--- src/rtl/rc4_encryptor.sv ---
// rtl/rc4_encryptor.sv - RC4 stream cipher engine driving external S-box RAM, plaintext ROM and ciphertext RAM
module rc4_encryptor #(
  parameter int MSG_LEN = 32
) (
  input  logic        clk,
  input  logic        reset_n,
  input  logic        start,
  input  logic [23:0] secret_key,
  output logic [7:0]  s_addr,
  output logic [7:0]  s_wdata,
  output logic        s_wren,
  input  logic [7:0]  s_rdata,
  output logic [7:0]  p_addr,
  input  logic [7:0]  p_rdata,
  output logic [7:0]  c_addr,
  output logic [7:0]  c_wdata,
  output logic        c_wren,
  output logic        busy,
  output logic        done
);

  // Every memory read takes one cycle: each *_RD_* state drives the address,
  // the matching *_WAIT_* state holds it and captures the returned byte.
  localparam logic [4:0] S_IDLE        = 5'd0;
  localparam logic [4:0] S_INIT        = 5'd1;
  localparam logic [4:0] S_KSA_RD_I    = 5'd2;
  localparam logic [4:0] S_KSA_WAIT_I  = 5'd3;
  localparam logic [4:0] S_KSA_RD_J    = 5'd4;
  localparam logic [4:0] S_KSA_WAIT_J  = 5'd5;
  localparam logic [4:0] S_KSA_WR_I    = 5'd6;
  localparam logic [4:0] S_KSA_WR_J    = 5'd7;
  localparam logic [4:0] S_PRGA_RD_I   = 5'd8;
  localparam logic [4:0] S_PRGA_WAIT_I = 5'd9;
  localparam logic [4:0] S_PRGA_RD_J   = 5'd10;
  localparam logic [4:0] S_PRGA_WAIT_J = 5'd11;
  localparam logic [4:0] S_PRGA_WR_I   = 5'd12;
  localparam logic [4:0] S_PRGA_WR_J   = 5'd13;
  localparam logic [4:0] S_PRGA_RD_F   = 5'd14;
  localparam logic [4:0] S_PRGA_WAIT_F = 5'd15;
  localparam logic [4:0] S_PRGA_WR_C   = 5'd16;
  localparam logic [4:0] S_DONE        = 5'd17;

  // Index of the final message byte; the counter is 9 bits so MSG_LEN=256 still ends.
  localparam logic [8:0] LAST_K = 9'(MSG_LEN - 1);

  logic [4:0]  state_q, state_d;
  logic [7:0]  i_q, i_d;
  logic [7:0]  j_q, j_d;
  logic [8:0]  k_q, k_d;
  logic [23:0] key_q, key_d;
  logic [1:0]  kidx_q, kidx_d;
  logic [7:0]  si_q, si_d;
  logic [7:0]  sj_q, sj_d;
  logic [7:0]  c_q, c_d;

  logic [7:0]  key_byte;
  logic [7:0]  f_addr;

  // Key byte used by the current KSA step: key[i mod 3], byte 0 in the top bits.
  always_comb begin
    key_byte = 8'h00;
    case (kidx_q)
      2'd0:    key_byte = key_q[23:16];
      2'd1:    key_byte = key_q[15:8];
      2'd2:    key_byte = key_q[7:0];
      default: key_byte = 8'h00;
    endcase
  end

  // Post-swap s[i]+s[j] equals old s[j]+old s[i], so the saved bytes give the f address.
  assign f_addr = si_q + sj_q;

  // Next-state and datapath updates for the whole INIT / KSA / PRGA sequence.
  always_comb begin
    state_d = state_q;
    i_d     = i_q;
    j_d     = j_q;
    k_d     = k_q;
    key_d   = key_q;
    kidx_d  = kidx_q;
    si_d    = si_q;
    sj_d    = sj_q;
    c_d     = c_q;

    case (state_q)
      S_IDLE: begin
        if (start) begin
          state_d = S_INIT;
          key_d   = secret_key;
          i_d     = 8'd0;
          j_d     = 8'd0;
          k_d     = 9'd0;
          kidx_d  = 2'd0;
        end
      end

      S_INIT: begin
        // i wraps back to 0 after the last identity write, ready for KSA.
        i_d = i_q + 8'd1;
        if (i_q == 8'hFF) begin
          state_d = S_KSA_RD_I;
          j_d     = 8'd0;
          kidx_d  = 2'd0;
        end
      end

      S_KSA_RD_I: state_d = S_KSA_WAIT_I;

      S_KSA_WAIT_I: begin
        si_d    = s_rdata;
        j_d     = j_q + s_rdata + key_byte;
        state_d = S_KSA_RD_J;
      end

      S_KSA_RD_J: state_d = S_KSA_WAIT_J;

      S_KSA_WAIT_J: begin
        sj_d    = s_rdata;
        state_d = S_KSA_WR_I;
      end

      S_KSA_WR_I: state_d = S_KSA_WR_J;

      S_KSA_WR_J: begin
        i_d    = i_q + 8'd1;
        kidx_d = (kidx_q == 2'd2) ? 2'd0 : kidx_q + 2'd1;
        if (i_q == 8'hFF) begin
          // PRGA pre-increments i, so the first byte reads s[1].
          state_d = S_PRGA_RD_I;
          i_d     = 8'd1;
          j_d     = 8'd0;
          k_d     = 9'd0;
        end else begin
          state_d = S_KSA_RD_I;
        end
      end

      S_PRGA_RD_I: state_d = S_PRGA_WAIT_I;

      S_PRGA_WAIT_I: begin
        si_d    = s_rdata;
        j_d     = j_q + s_rdata;
        state_d = S_PRGA_RD_J;
      end

      S_PRGA_RD_J: state_d = S_PRGA_WAIT_J;

      S_PRGA_WAIT_J: begin
        sj_d    = s_rdata;
        state_d = S_PRGA_WR_I;
      end

      S_PRGA_WR_I: state_d = S_PRGA_WR_J;

      S_PRGA_WR_J: state_d = S_PRGA_RD_F;

      S_PRGA_RD_F: state_d = S_PRGA_WAIT_F;

      S_PRGA_WAIT_F: begin
        // Keystream byte and plaintext byte arrive together.
        c_d     = s_rdata ^ p_rdata;
        state_d = S_PRGA_WR_C;
      end

      S_PRGA_WR_C: begin
        if (k_q == LAST_K) begin
          state_d = S_DONE;
        end else begin
          k_d     = k_q + 9'd1;
          i_d     = i_q + 8'd1;
          state_d = S_PRGA_RD_I;
        end
      end

      S_DONE: state_d = S_IDLE;

      default: state_d = S_IDLE;
    endcase
  end

  // State and datapath registers with synchronous active-low reset.
  always_ff @(posedge clk) begin
    if (!reset_n) begin
      state_q <= S_IDLE;
      i_q     <= 8'd0;
      j_q     <= 8'd0;
      k_q     <= 9'd0;
      key_q   <= 24'd0;
      kidx_q  <= 2'd0;
      si_q    <= 8'd0;
      sj_q    <= 8'd0;
      c_q     <= 8'd0;
    end else begin
      state_q <= state_d;
      i_q     <= i_d;
      j_q     <= j_d;
      k_q     <= k_d;
      key_q   <= key_d;
      kidx_q  <= kidx_d;
      si_q    <= si_d;
      sj_q    <= sj_d;
      c_q     <= c_d;
    end
  end

  // Memory-port decode: addresses, write data and strobes are zero outside active states.
  always_comb begin
    s_addr  = 8'd0;
    s_wdata = 8'd0;
    s_wren  = 1'b0;
    p_addr  = 8'd0;
    c_addr  = 8'd0;
    c_wdata = 8'd0;
    c_wren  = 1'b0;

    case (state_q)
      S_INIT: begin
        s_addr  = i_q;
        s_wdata = i_q;
        s_wren  = 1'b1;
      end

      S_KSA_RD_I, S_KSA_WAIT_I, S_PRGA_RD_I, S_PRGA_WAIT_I: begin
        s_addr = i_q;
      end

      S_KSA_RD_J, S_KSA_WAIT_J, S_PRGA_RD_J, S_PRGA_WAIT_J: begin
        s_addr = j_q;
      end

      S_KSA_WR_I, S_PRGA_WR_I: begin
        s_addr  = i_q;
        s_wdata = sj_q;
        s_wren  = 1'b1;
      end

      S_KSA_WR_J, S_PRGA_WR_J: begin
        // When i==j this rewrites the same byte with its original value.
        s_addr  = j_q;
        s_wdata = si_q;
        s_wren  = 1'b1;
      end

      S_PRGA_RD_F, S_PRGA_WAIT_F: begin
        s_addr = f_addr;
        p_addr = k_q[7:0];
      end

      S_PRGA_WR_C: begin
        c_addr  = k_q[7:0];
        c_wdata = c_q;
        c_wren  = 1'b1;
      end

      default: begin
        s_addr = 8'd0;
      end
    endcase
  end

  assign busy = (state_q != S_IDLE) && (state_q != S_DONE);
  assign done = (state_q == S_DONE);

endmodule

--- config.mk ---
export PLATFORM = sky130hd
export DESIGN_NAME = rc4_encryptor
export DESIGN_NICKNAME = d
export VERILOG_FILES = /design/src/rtl/rc4_encryptor.sv
export SDC_FILE = /design/constraint.sdc
export NUM_CORES = 1
export LEC_CHECK = 0
export CORE_MARGIN = 2
export CORE_UTILIZATION = 59
export CTS_BUF_LIST = sky130_fd_sc_hd__clkbuf_4
export DETAILED_ROUTE_END_ITERATION = 8
export PLACE_DENSITY = 0.95
export SYNTH_ARGS = -nofsm -noshare
export SYNTH_HDL_FRONTEND = slang
export SYNTH_SLANG_ARGS = --single-unit
--- constraint.sdc ---
create_clock -name clk -period 7.13 [get_ports clk]
set_input_delay 0.713 -clock clk [delete_from_list [all_inputs] [get_ports clk]]
set_output_delay 0.713 -clock clk [all_outputs]
set_load 0.005 [all_outputs]
==> impl_metrics.toml <==
[clocking]
clkLatencyLatePin_ns = 0.44
cts-hold-fix-buffers = 0
cts-buffers-inserted = 9
ctsLongestPathBuffers = 2
cts-root-buf = "clkbuf_4"
cts_resized = 0
cts_setup_buffers = 0
cts_htree_levels = 3
cts.reportedPaths.clkPinSlew_ns = 0.13
clkSinkCount = 80
cts_tree = "built"

[place]
gp_congestion = 0.957
portBuffers = 86
postPlaceCellArea_sq_um = 5630
place_worst_setup_slack_ns = 3.21
dp_hpwl_um = 9640

[timing]
finalSetupViolCount = 0
rsz0062_at_grt = "false"
slew_violations = 0
period_minus_slack_ns = 4.06
hold_viol_final = 0
worst_clock_skew_ns = 0.0150
period_share_pct = 57.0
slew_headroom_pct = 12.1
worst_slack_ns = 3.07
max_freq_mhz = 246
worst_pin_slew_ns = 1.31
setup_tns_ns = 0

[global_routing]
antenna_found_initial = 0
grt_pass1_wl_um = 21400
grt_usage_pct = 30.5
overflow = 0
grt_max_degree = 37
grt_pass1_vias = 4639

[die]
ioPinCount = 87
die_x_um = 94.0
dieArea_sq_um = 8840
start_util_pct = 61.2
rows = 32
core_sq_um = 7810
fp.dieH_um = 94.0

[logic_synthesis]
synth-main-ff-cell = "dfxtp_1"
avgSynthCellArea_sq_um = 8.02
ys_seq_elements = 80
synth_edf_count = 0
yosysSeqAreaShare_pct = 33.5
syn-instance-count = 596
ys_async_sr_fraction_pct = 0
synth.distinct_cells = 50
syn_nets = 665
synth_warnings = 0
syn_area_sq_um = 4780

[power]
power.density_nw_per_um2 = 188
p_leak_nw = 2.40
vdd_drop_max_mv = 0.0977

[final_layout]
fin_nets = 727
multiInputGateArea_sq_um = 2940
fill_cells = 574
drive_gt1_share_pct = 3.62
postLayoutCellArea_sq_um = 5770
utilization_pct = 73.9
seqCellArea_sq_um = 1600
antenna_cells = 0
area_delta_synth_final_pct = 20.7

[routing]
routedWlPerCell_um = 17.2
wl_um = 13100
vias = 4798
vias_per_cell = 6.27
drc = 1
drtPass1Iterations = 9
drt_iter0_markers = 467
antenna_left = 0

[min_path]
min_path_type = "reg -> reg"
min_path_cells = 2

[critical_path]
critical_path.slowest_cell = "nor2_1"
path_cells = "nand2b_1 > nand2b_1 > nor2_1 > a222oi_1 > inv_1 > clkdlybuf4s50_1"
worstSetupPathDepth = 6
cp.buffers_inverters = 2
critPathLaunchType = "flop"
crit_path_max_incr_delay_ns = 0.75
reg2reg_depth = 10
crit_type = "reg -> out"
worst-path-max-fanout = 16
cp_data_required_time_ns = 6.42
end_kind = "output port"
cp_common_cell = "nand2b_1"
cp.arrival_ns = 3.35
critPathTopFamily = "simple AND/OR/NAND/NOR gates"

[status]
status = "finished with violations"
violations = "DRC"

[run]
drv_cap = 0
## per-stage QoR
| step | hold slack, ns | total power [W] | cells |
|---|---|---|---|
| after global placement | 0.442 | 0.000801 | 749 |
| after CTS | 0.466 | 0.00108 | 765 |
| after global routing | 0.493 | 0.00114 | 765 |
| after detailed placement | 0.449 | 0.000817 | 749 |
| after floorplan | 0.436 | 0.000723 | 596 |
| final | 0.465 | 0.00109 | 765 |
## Yosys cell counts (11+ instances only)
| cell type | instances | share of area [%] |
|---|---|---|
| nor2_1 | 62 | 4.9 |
| clkbuf_1 | 28 | 2.2 |
| xor2_1 | 20 | 3.7 |
| nor3_1 | 12 | 1.3 |
| mux2i_1 | 25 | 5.2 |
| ha_1 | 23 | 6.0 |
| xnor2_1 | 22 | 4.0 |
| dfxtp_1 | 80 | 33 |
| and3_1 | 23 | 3.0 |
| a222oi_1 | 20 | 4.2 |
| nand2_1 | 85 | 6.7 |
| inv_1 | 22 | 1.7 |
| a21oi_1 | 56 | 5.9 |
| and2_1 | 11 | 1.4 |
| a211oi_1 | 12 | 1.9 |
## logic make-up after synthesis
logic type,count (synthesis),share of synthesized area (%)
AO/OA/AOI/OAI,137,19.3
XOR/XNOR,42,7.69
adder cells (fa/ha/maj),26,7.28
buffers and inverters,60,4.95
flip-flops,80,33.5
multiplexers,25,5.23
AND/OR/NAND/NOR,226,22.1
## per-layer routing
| layer | global-route usage [%] | wire, um | share of wire (%) |
|---|---|---|---|
| met3 | 4.65 | 1270 | 9.6 |
| met4 | 14.9 | 445 | 3.4 |
| met5 | 0 | 0 | 0 |
| met1 | 37.5 | 5120 | 39 |
| met2 | 51.9 | 6290 | 48 |
## worst paths after layout
| path | startpoint | endpoint | slack, ns |
|---|---|---|---|
| hold / removal | key_q[14] | key_q[14] | 0.46 |
| setup reg to reg | kidx_q[1] | j_q[6] | 3.82 |
| hold reg to reg | key_q[14] | key_q[14] | 0.46 |
| setup / recovery | state_q[0] | s_wdata[6] | 3.07 |
## placed cells by master (no fill, tap or decap), types with 8 or more instances in the layout
cell	count
clkbuf_4	10
a21oi_1	56
xnor2_1	22
nand2_1	85
o22ai_1	8
nor3_1	12
a211oi_1	12
ha_1	23
and2_1	11
xor2_1	20
a222oi_1	20
o21ai_0	9
clkdlybuf4s50_1	86
nor2_1	62
nand4_1	9
mux2i_1	25
and3_1	23
inv_1	21
dfxtp_1	80
## worst register-to-register path: stages, from the launching register on
cell and delay, ns:
dfxtp_1 0.89, mux2i_1 0.35, o22ai_1 0.14, ha_1 0.30
fa_1 0.42, a21o_1 0.19, a21oi_1 0.23, o21ai_0 0.15
xor2_1 0.16, a222oi_1 0.31, nor2_1 0.06
## cell type report
cell class	count	area share (%)
Sequential cell	80	27.8
Timing Repair Buffer	88	15.2
Clock buffer	10	1.30
Multi-Input combinational cell	456	51.0
Clock inverter	6	1.04
Inverter	23	1.50
Tap cell	102	2.21
## state kept, by name (all words and copies together), names as in the netlist
signal	flops
state_q	5
key_q	24
sj_q	8
i_q	8
si_q	8
c_q	8
j_q	8
kidx_q	2
k_q	9
## where the power goes
| part | internal, W | switching [W] |
|---|---|---|
| Sequential | 0.000475 | 0.0000368 |
| Clock | 0.000109 | 0.000162 |
| Combinational | 0.000125 | 0.000179 |
Note: power is estimated with default switching activity, not from simulation.
